## config.mk

```make
export PLATFORM = sky130hd
export DESIGN_NAME = iterative_alu
export DESIGN_NICKNAME = d
export VERILOG_FILES = /design/src/rtl/iterative_alu.sv
export SDC_FILE = /design/constraint.sdc
export NUM_CORES = 1
export LEC_CHECK = 0
export ABC_AREA = 0
export BUFFER_PORTS_ARGS = -buffer_cell sky130_fd_sc_hd__buf_2
export CAP_MARGIN = 10
export CORE_ASPECT_RATIO = 1.75
export CORE_MARGIN = 5
export CORE_UTILIZATION = 60
export CTS_CLUSTER_DIAMETER = 50
export DETAILED_ROUTE_END_ITERATION = 7
export GPL_TIMING_DRIVEN = 0
export PLACE_DENSITY = 0.91
export SLEW_MARGIN = 5
export SYNTH_ARGS = -nofsm -noshare
export SYNTH_HDL_FRONTEND = slang
export SYNTH_SLANG_ARGS = --single-unit
```

## constraint.sdc

```tcl
create_clock -name clk -period 4.4 [get_ports clk]
set_input_delay 0.22 -clock clk [delete_from_list [all_inputs] [get_ports clk]]
set_output_delay 0.22 -clock clk [all_outputs]
set_load 0.02 [all_outputs]
```

## src/rtl/iterative_alu.sv

```systemverilog
// Purpose: multi-cycle ALU with a bit-serial shifter and {N,Z,C,V} flags, valid/ready on both sides.
// Latency: 1 cycle for non-shift ops and zero-amount shifts, k+1 cycles for a shift by k>0.
// Backpressure: in_ready only in IDLE; the result is held in DONE until out_valid && out_ready.
module iterative_alu #(
    parameter int WIDTH   = 32,
    parameter int SHAMT_W = 5
) (
    input  logic               clk,
    input  logic               reset,
    input  logic               in_valid,
    output logic               in_ready,
    input  logic [3:0]         alu_control,
    input  logic [WIDTH-1:0]   src_a,
    input  logic [WIDTH-1:0]   src_b,
    output logic               out_valid,
    input  logic               out_ready,
    output logic [WIDTH-1:0]   result,
    output logic [3:0]         flags,
    output logic               illegal_op
);

    localparam logic [3:0] OP_SRL  = 4'b0000;
    localparam logic [3:0] OP_SRA  = 4'b0001;
    localparam logic [3:0] OP_AND  = 4'b0010;
    localparam logic [3:0] OP_OR   = 4'b0011;
    localparam logic [3:0] OP_XOR  = 4'b0100;
    localparam logic [3:0] OP_SLT  = 4'b0101;
    localparam logic [3:0] OP_SLTU = 4'b0110;
    localparam logic [3:0] OP_SLL  = 4'b0111;
    localparam logic [3:0] OP_ADD  = 4'b1000;
    localparam logic [3:0] OP_SUB  = 4'b1001;

    typedef enum logic [1:0] {S_IDLE, S_SHIFT, S_DONE} state_t;

    state_t             state_q, state_d;
    logic [WIDTH-1:0]   result_q, result_d;
    logic [3:0]         flags_q, flags_d;
    logic               illegal_q, illegal_d;
    logic [SHAMT_W-1:0] cnt_q, cnt_d;
    logic [3:0]         op_q, op_d;

    logic [WIDTH:0]     add_w, sub_w;
    logic [WIDTH-1:0]   op_res, shifted;
    logic               op_c, op_v, op_ill, op_is_shift;
    logic [SHAMT_W-1:0] shamt;

    // N and Z are derived from the result value alone
    function automatic logic [1:0] nz(input logic [WIDTH-1:0] r);
        return {r[WIDTH-1], (r == '0)};
    endfunction

    assign add_w = {1'b0, src_a} + {1'b0, src_b};
    assign sub_w = {1'b0, src_a} + {1'b0, ~src_b} + {{WIDTH{1'b0}}, 1'b1};
    assign shamt = src_b[SHAMT_W-1:0];

    // Single-cycle ALU evaluated on the incoming operands; shifts only load src_a here
    always_comb begin
        op_res      = '0;
        op_c        = 1'b0;
        op_v        = 1'b0;
        op_ill      = 1'b0;
        op_is_shift = 1'b0;
        case (alu_control)
            OP_SRL, OP_SRA, OP_SLL: begin
                op_res      = src_a;
                op_is_shift = 1'b1;
            end
            OP_AND:  op_res = src_a & src_b;
            OP_OR:   op_res = src_a | src_b;
            OP_XOR:  op_res = src_a ^ src_b;
            OP_SLT:  op_res = {{(WIDTH-1){1'b0}}, ($signed(src_a) < $signed(src_b))};
            OP_SLTU: op_res = {{(WIDTH-1){1'b0}}, (src_a < src_b)};
            OP_ADD: begin
                op_res = add_w[WIDTH-1:0];
                op_c   = add_w[WIDTH];
                op_v   = (src_a[WIDTH-1] == src_b[WIDTH-1]) && (add_w[WIDTH-1] != src_a[WIDTH-1]);
            end
            OP_SUB: begin
                op_res = sub_w[WIDTH-1:0];
                op_c   = sub_w[WIDTH];
                op_v   = (src_a[WIDTH-1] != src_b[WIDTH-1]) && (sub_w[WIDTH-1] != src_a[WIDTH-1]);
            end
            default: op_ill = 1'b1;
        endcase
    end

    // One-bit shift step of the held value, direction and fill chosen by the captured opcode
    always_comb begin
        shifted = {result_q[WIDTH-2:0], 1'b0};
        case (op_q)
            OP_SRL:  shifted = {1'b0, result_q[WIDTH-1:1]};
            OP_SRA:  shifted = {result_q[WIDTH-1], result_q[WIDTH-1:1]};
            default: shifted = {result_q[WIDTH-2:0], 1'b0};
        endcase
    end

    // Next-state and datapath update for IDLE -> (SHIFT) -> DONE -> IDLE
    always_comb begin
        state_d   = state_q;
        result_d  = result_q;
        flags_d   = flags_q;
        illegal_d = illegal_q;
        cnt_d     = cnt_q;
        op_d      = op_q;
        case (state_q)
            S_IDLE: begin
                if (in_valid) begin
                    op_d      = alu_control;
                    illegal_d = op_ill;
                    result_d  = op_res;
                    flags_d   = op_ill ? 4'b0100 : {nz(op_res), op_c, op_v};
                    cnt_d     = op_is_shift ? shamt : '0;
                    state_d   = (op_is_shift && shamt != '0) ? S_SHIFT : S_DONE;
                end
            end
            S_SHIFT: begin
                result_d = shifted;
                flags_d  = {nz(shifted), 2'b00};
                cnt_d    = cnt_q - SHAMT_W'(1);
                if (cnt_q == SHAMT_W'(1)) begin
                    state_d = S_DONE;
                end
            end
            S_DONE: begin
                if (out_ready) begin
                    state_d = S_IDLE;
                end
            end
            default: state_d = S_IDLE;
        endcase
    end

    // State and result registers with synchronous reset
    always_ff @(posedge clk) begin
        if (reset) begin
            state_q   <= S_IDLE;
            result_q  <= '0;
            flags_q   <= '0;
            illegal_q <= 1'b0;
            cnt_q     <= '0;
            op_q      <= '0;
        end else begin
            state_q   <= state_d;
            result_q  <= result_d;
            flags_q   <= flags_d;
            illegal_q <= illegal_d;
            cnt_q     <= cnt_d;
            op_q      <= op_d;
        end
    end

    assign in_ready   = (state_q == S_IDLE);
    assign out_valid  = (state_q == S_DONE);
    assign result     = result_q;
    assign flags      = flags_q;
    assign illegal_op = illegal_q;

endmodule

```

==> results.tsv, run 1 <==
stage	metric	value	unit
floorplanning	FP Rows	57	
worst_setup_path	Reg2Reg Setup Slack	2.11	ns
synthesis	top cells by area, synth	ha_1, dfxtp_1, a21oi_1	
floorplanning	total core area	13800	um2
worst_hold_path	Hold Crit Class	input pin to flip-flop	
worst_setup_path	Buf/Inv on CP	6	
global_route	largest net degree at the start of global routing	15	
layout	Filler Cell Count	1267	
synthesis	prevailing post-synth register cell	dfxtp_1	
timing	Setup WS post-layout	0.326	ns
timing	FMAX	245	MHz
routing	wire per inst	22.4	um
synthesis	EDFF count, synth	0	
timing	Min Clock Period, post-route	4.07	ns
floorplanning	Initial Util	60.6	%
routing	final WL	34200	um
clock_network	CTS Buf Count	5	
worst_setup_path	cell repeated most along the worst path	buf_2	
routing	Residual DRC	7	
floorplanning	Die W	99.1	um
clock_network	root buffer cell	clkbuf_16	
clock_network	Clock Pin Slew Worst Setup and Hold Paths	0.06	ns
synthesis	register area share after synthesis	11.5	%
worst_setup_path	element type at the critical path start	input pin	
global_route	gr usage total	40.4	%
timing	Hold Fails Final Rpt	0	
global_route	grt ovf	0	
synthesis	post-synthesis cell type count	97	
synthesis	Post-Syn Instances	1230	
placed_design	hpwl dp	26700	um
worst_setup_path	CP Depth	12	
timing	period utilization	92.6	%
clock_network	Setup Buffers After CTS	0	
placed_design	# port buffers	109	
synthesis	Syn. warnings	0	
worst_setup_path	Critical Path Source	alu_control[0]	
routing	initial DRC count	1143	
synthesis	FFs w/ async S/R, synth	0	%
routing	vias per cell	6.86	
synthesis	Synth top area share	15.2	%
job	max-cap check violation count	0	
synthesis	#FFs+latches synth	48	
status	status	finished with violations	
routing	via count	10500	
global_route	first-pass GRT wire length	53400	um
worst_setup_path	worst path arrival time	4.28	ns
worst_setup_path	Crit. End Element	flip-flop	
timing	Worst Skew	0.00516	ns
clock_network	Clock Latency Late Sink	0.30	ns
worst_setup_path	CP max stage delay	0.63	ns
worst_setup_path	critical path required time	4.60	ns
clock_network	Clock Sinks	48	
timing	hold_ws	0.202	ns
floorplanning	die area	16400	um2
placed_design	GP Congestion	1.08	
routing	antenna-violating nets left	0	
layout	Layout Nets	1521	
layout	area grow syn2layout	11.0	%
timing	RSZ-0062 raised after global routing	no	
clock_network	cts repair resizes	0	
status	violated checks	DRC	
synthesis	syn_nets	1405	
synthesis	cell type with the largest total area after synthesis	ha_1	
clock_network	H-tree Lvls	2	
synthesis	Avg Cell Area, Syn	6.78	um2
worst_setup_path	Reg-to-Reg Start	op_q[1]	
worst_setup_path	Worst path slowest cell	clkbuf_1	
worst_setup_path	RR Endpoint	flags[2]	
worst_setup_path	critical path peak fanout	10	
timing	Slew @ Worst Pin	0.994	ns
timing	setup TNS	0	ns
timing	fin. max-slew vios	0	
floorplanning	Ports	111	
clock_network	CTS Hold Buffers Added	0	
layout	Ant. Diodes	0	
worst_setup_path	CP endpoint	flags[2]	
pwr	Pleak	4.09	nW
pwr	Tot Pwr	2.04	mW
placed_design	Placement Setup Slack	0.273	ns
global_route	initial antenna violation count	0	
routing	DRT Pass-1 Iters	8	
worst_setup_path	critical path class	input pin to flip-flop	
layout	share of cells above drive strength 1	14.0	%
clock_network	CTS tree	yes	
floorplanning	Die H	166	um
clock_network	clk buf depth	2	
worst_setup_path	cell-by-cell trace of the critical path	buf_2 > buf_2 > inv_1 > buf_2 > clkbuf_1 > clkbuf_1 > o21ai_0 > a222oi_1 > o21ai_0 > nor4_1 > nand4b_1 > o41ai_2	
worst_setup_path	path depth of the worst reg2reg path	6	
worst_setup_path	CP delay by family, top	buffers and inverters	
pwr	power per cell area	220	nW/um2
global_route	number of global-route vias before repair	10300	
timing	setup violators final	0	
timing	Max-Slew Margin vs Limit	33.7	%
pwr	IR drop worst, VDD	183	uV
synthesis	synthesized cell area	8340	um2
-- worst min path at each step --
stage	from	end	slack, ns	cells past startpoint
floorplan	in_valid	state_q[0]	0.39	1
global placement	flags[3]	flags[3]	0.45	2
detailed placement	op_q[0]	op_q[0]	0.45	2
CTS	out_ready	state_q[1]	0.21	3
global route	out_ready	state_q[1]	0.24	3
finish	out_ready	state_q[1]	0.20	3
-- worst min-delay path, delay by kind of cell --
kind	cells	cell delay, ns
AND/OR/NAND/NOR	1	0.09
buffers and inverters	1	0.07
AO/OA/AOI/OAI	1	0.06
-- power by group --
group          total, mW  internal (mW)  switching, mW
logic               1.14          0.386          0.751
registers          0.500          0.464         0.0360
clock network      0.402          0.227          0.175
-- cell usage after synthesis (11+ instances only) --
cell,n
o31ai_1,15
o21ai_0,75
clkbuf_1,49
nor2_1,124
dfxtp_1,48
nor3_1,26
inv_1,101
nor4_1,19
nor2b_1,21
nand3_1,33
ha_1,101
a21o_1,12
o211ai_1,14
nand2b_1,15
a221oi_1,30
nand4_1,14
buf_2,21
a222oi_1,11
a211oi_1,17
nand2_1,147
a21oi_1,117
mux2i_1,14
-- flip-flops by register name, summed over array words and instances, names as in the netlist --
name	flops
cnt_q	5
flags	4
illegal_op	1
op_q	4
result	32
state_q	2
-- per-stage QoR --
step                      instance area [um2]  utilization, %  instances
after floorplan                          8340               -       1230
after global placement                   9100            66.1       1516
after detailed placement                 9100            66.1       1516
after CTS                                9260            67.2       1524
after global routing                     9260            67.2       1524
final                                    9260            67.2       1524
-- layer usage --
metal | track usage (%) | wire length [um] | vias to the layer above
met4 | 36.0 | 3700 | 0
met1 | 41.1 | 11000 | 4702
met3 | 8.66 | 3460 | 270
met2 | 67.7 | 16000 | 786
li1 | - | - | 4702
met5 | 0 | 0 | -
-- cell type report --
class	count	area [um2]	share of cell area, %
buffer	84	377	4.07
inverter	101	379	4.10
clock buffer	7	143	1.54
multi-input combinational	997	6620	71.5
tap	177	221	2.39
sequential	48	961	10.4
clock inverter	1	7.51	0.0811
timing repair buffer	109	546	5.89
-- logic make-up (layout without fill, tap and decap cells) --
logic type / after synthesis / after routing / synth area share, %
fa+ha+maj: 103 / 103 / 15.6
mux: 15 / 15 / 1.82
buf+inv: 185 / 302 / 9.06
xor+xnor: 10 / 10 / 1.05
flops: 48 / 48 / 11.5
simple gates: 452 / 452 / 25.6
compound gates: 417 / 417 / 35.3
-- layout by cell type (no fill, tap or decap), drive strengths merged, types with 11 or more instances in the layout --
cell type,synthesis,routed
a211oi,20,20
a21o,12,12
a21oi,118,118
a221oi,31,31
a222oi,11,11
buf,34,143
clkbuf,50,57
dfxtp,48,48
ha,101,101
inv,101,101
mux2i,14,14
nand2,147,147
nand2b,15,15
nand3,33,33
nand4,14,14
nor2,124,124
nor2b,22,22
nor3,26,26
nor4,19,19
o211ai,14,14
o21ai,83,83
o31ai,18,18
(Power assumes the default switching activity.)
==> run 2, diff against run 1 <==
--- a/config.mk
+++ b/config.mk
@@ -15,6 +15,7 @@
 export DETAILED_ROUTE_END_ITERATION = 7
 export GPL_TIMING_DRIVEN = 0
 export PLACE_DENSITY = 0.91
+export RECOVER_POWER = 50
 export SLEW_MARGIN = 5
 export SYNTH_ARGS = -nofsm -noshare
 export SYNTH_HDL_FRONTEND = slang
==> constraint.sdc (replaced) <==
create_clock -name clk -period 4.4 [get_ports clk]
set_input_delay 0.66 -clock clk [delete_from_list [all_inputs] [get_ports clk]]
set_output_delay 0.66 -clock clk [all_outputs]
set_load 0.02 [all_outputs]
==> results.tsv, run 2 (synthesis results as in run 1) <==
stage	metric	value	unit
clock_network	Clock Pin Slew Worst Setup and Hold Paths	0.06	ns
placed_design	hpwl dp	26700	um
layout	Ant. Diodes	0	
worst_setup_path	critical path peak fanout	10	
timing	hold_ws	0.466	ns
timing	period utilization	97.7	%
pwr	IR drop worst, VDD	184	uV
clock_network	CTS tree	yes	
floorplanning	total core area	13800	um2
clock_network	clk buf depth	2	
global_route	gr usage total	40.4	%
placed_design	placed cell area	9100	um2
floorplanning	Initial Util	60.6	%
layout	Layout Nets	1520	
global_route	number of global-route vias before repair	10300	
clock_network	H-tree Lvls	2	
worst_setup_path	worst path arrival time	4.50	ns
timing	setup violators final	0	
routing	final WL	34200	um
timing	Setup WS post-layout	0.101	ns
global_route	first-pass GRT wire length	53400	um
routing	Residual DRC	0	
clock_network	cts repair resizes	0	
timing	Max-Slew Margin vs Limit	33.8	%
routing	wire per inst	22.5	um
worst_hold_path	Hold Crit Class	flip-flop to flip-flop	
layout	register area	961	um2
worst_setup_path	element type at the critical path start	input pin	
clock_network	CTS Buf Count	5	
global_route	largest net degree at the start of global routing	15	
clock_network	Clock Sinks	48	
worst_setup_path	Critical Path Source	alu_control[0]	
pwr	power per cell area	221	nW/um2
timing	Slew @ Worst Pin	0.993	ns
layout	share of cells above drive strength 1	11.4	%
layout	Filler Cell Count	1271	
placed_design	# port buffers	109	
routing	vias per cell	6.92	
timing	Worst Skew	0.00549	ns
layout	max reg flops	32	
worst_setup_path	Crit. End Element	flip-flop	
clock_network	Setup Buffers After CTS	0	
worst_setup_path	critical path class	input pin to flip-flop	
layout	area grow syn2layout	10.7	%
layout	most frequent cells in the layout	nand2_1, nor2_1, a21oi_1, inv_1, ha_1	
routing	DRT Pass-1 Iters	6	
layout	post-route cell area	9230	um2
floorplanning	Die W	99.1	um
worst_setup_path	Reg-to-Reg Start	op_q[1]	
floorplanning	FP Rows	57	
timing	fin. max-slew vios	0	
clock_network	root buffer cell	clkbuf_16	
clock_network	Clock Latency Late Sink	0.30	ns
timing	FMAX	233	MHz
status	status	finished clean	
timing	Min Clock Period, post-route	4.30	ns
pwr	Pleak	3.94	nW
routing	antenna-violating nets left	0	
floorplanning	Die H	166	um
layout	multi-input logic area	6650	um2
timing	RSZ-0062 raised after global routing	no	
layout	commonest non-fill, non-tap cell in the layout	nand2_1	
placed_design	Placement Setup Slack	-0.167	ns
worst_setup_path	critical path required time	4.60	ns
global_route	grt ovf	0	
global_route	initial antenna violation count	0	
floorplanning	die area	16400	um2
routing	via count	10500	
clock_network	CTS Hold Buffers Added	0	
routing	initial DRC count	1200	
placed_design	GP Congestion	1.08	
floorplanning	Ports	111	
job	max-cap check violation count	0	
worst_hold_path	worst hold start	op_q[0]	
timing	Hold Fails Final Rpt	0	
[run 2: changes by cell type in the layout (fill, tap and decap cells not counted), sizes merged]
| cell | delta |
|---|---|
| clkbuf | +38 |
| buf | -39 |
[run 2: worst paths after layout]
kind / endpoint / slack, ns / depth (start not counted)
setup / recovery: flags[2] / 0.10 / 13
hold / removal: op_q[0] / 0.47 / 2
setup reg to reg: flags[2] / 2.11 / 6
hold reg to reg: op_q[0] / 0.47 / 2
[run 2: cell type report]
cell class | instances | share of cell area (%)
Clock inverter | 1 | 0.0814
Sequential cell | 48 | 10.4
Timing Repair Buffer | 109 | 5.38
Inverter | 101 | 4.11
Tap cell | 177 | 2.40
Clock buffer | 7 | 1.55
Buffer | 83 | 4.04
Multi-Input combinational cell | 997 | 72.0
[run 2: metrics by stage]
stage                     power (mW)  TNS (ns)  instances  utilization (%)
after floorplan                 1.25         0       1230                -
after global placement          1.57    -0.166       1516             66.1
after detailed placement        1.59    -0.167       1516             66.1
after CTS                       1.98         0       1524             67.2
after global routing            2.14         0       1523             67.0
final                           2.04         0       1523             67.0
[run 2: power breakdown]
group	switching (mW)	internal, mW
clock	0.174	0.227
sequential	0.0365	0.464
combinational	0.754	0.381
[run 2: critical path, cell delays in order]
cell and delay [ns]:
buf_2 0.13, buf_2 0.20, inv_1 0.25, buf_2 0.37
clkbuf_1 0.55, o21ai_0 0.21, a222oi_1 0.34, o21ai_0 0.27
nor4_1 0.42, nand4_1 0.29, nor4_1 0.28, nand4b_1 0.17
o41ai_2 0.36
[run 2: layer usage]
layer  vias to the layer above  GRT usage (%)  share of wire (%)
met5                         -              0                  0
met4                         0           36.0                 11
met3                       290           8.66                9.5
met2                       783           67.7                 47
met1                      4768           41.1                 33
li1                       4694              -                  -
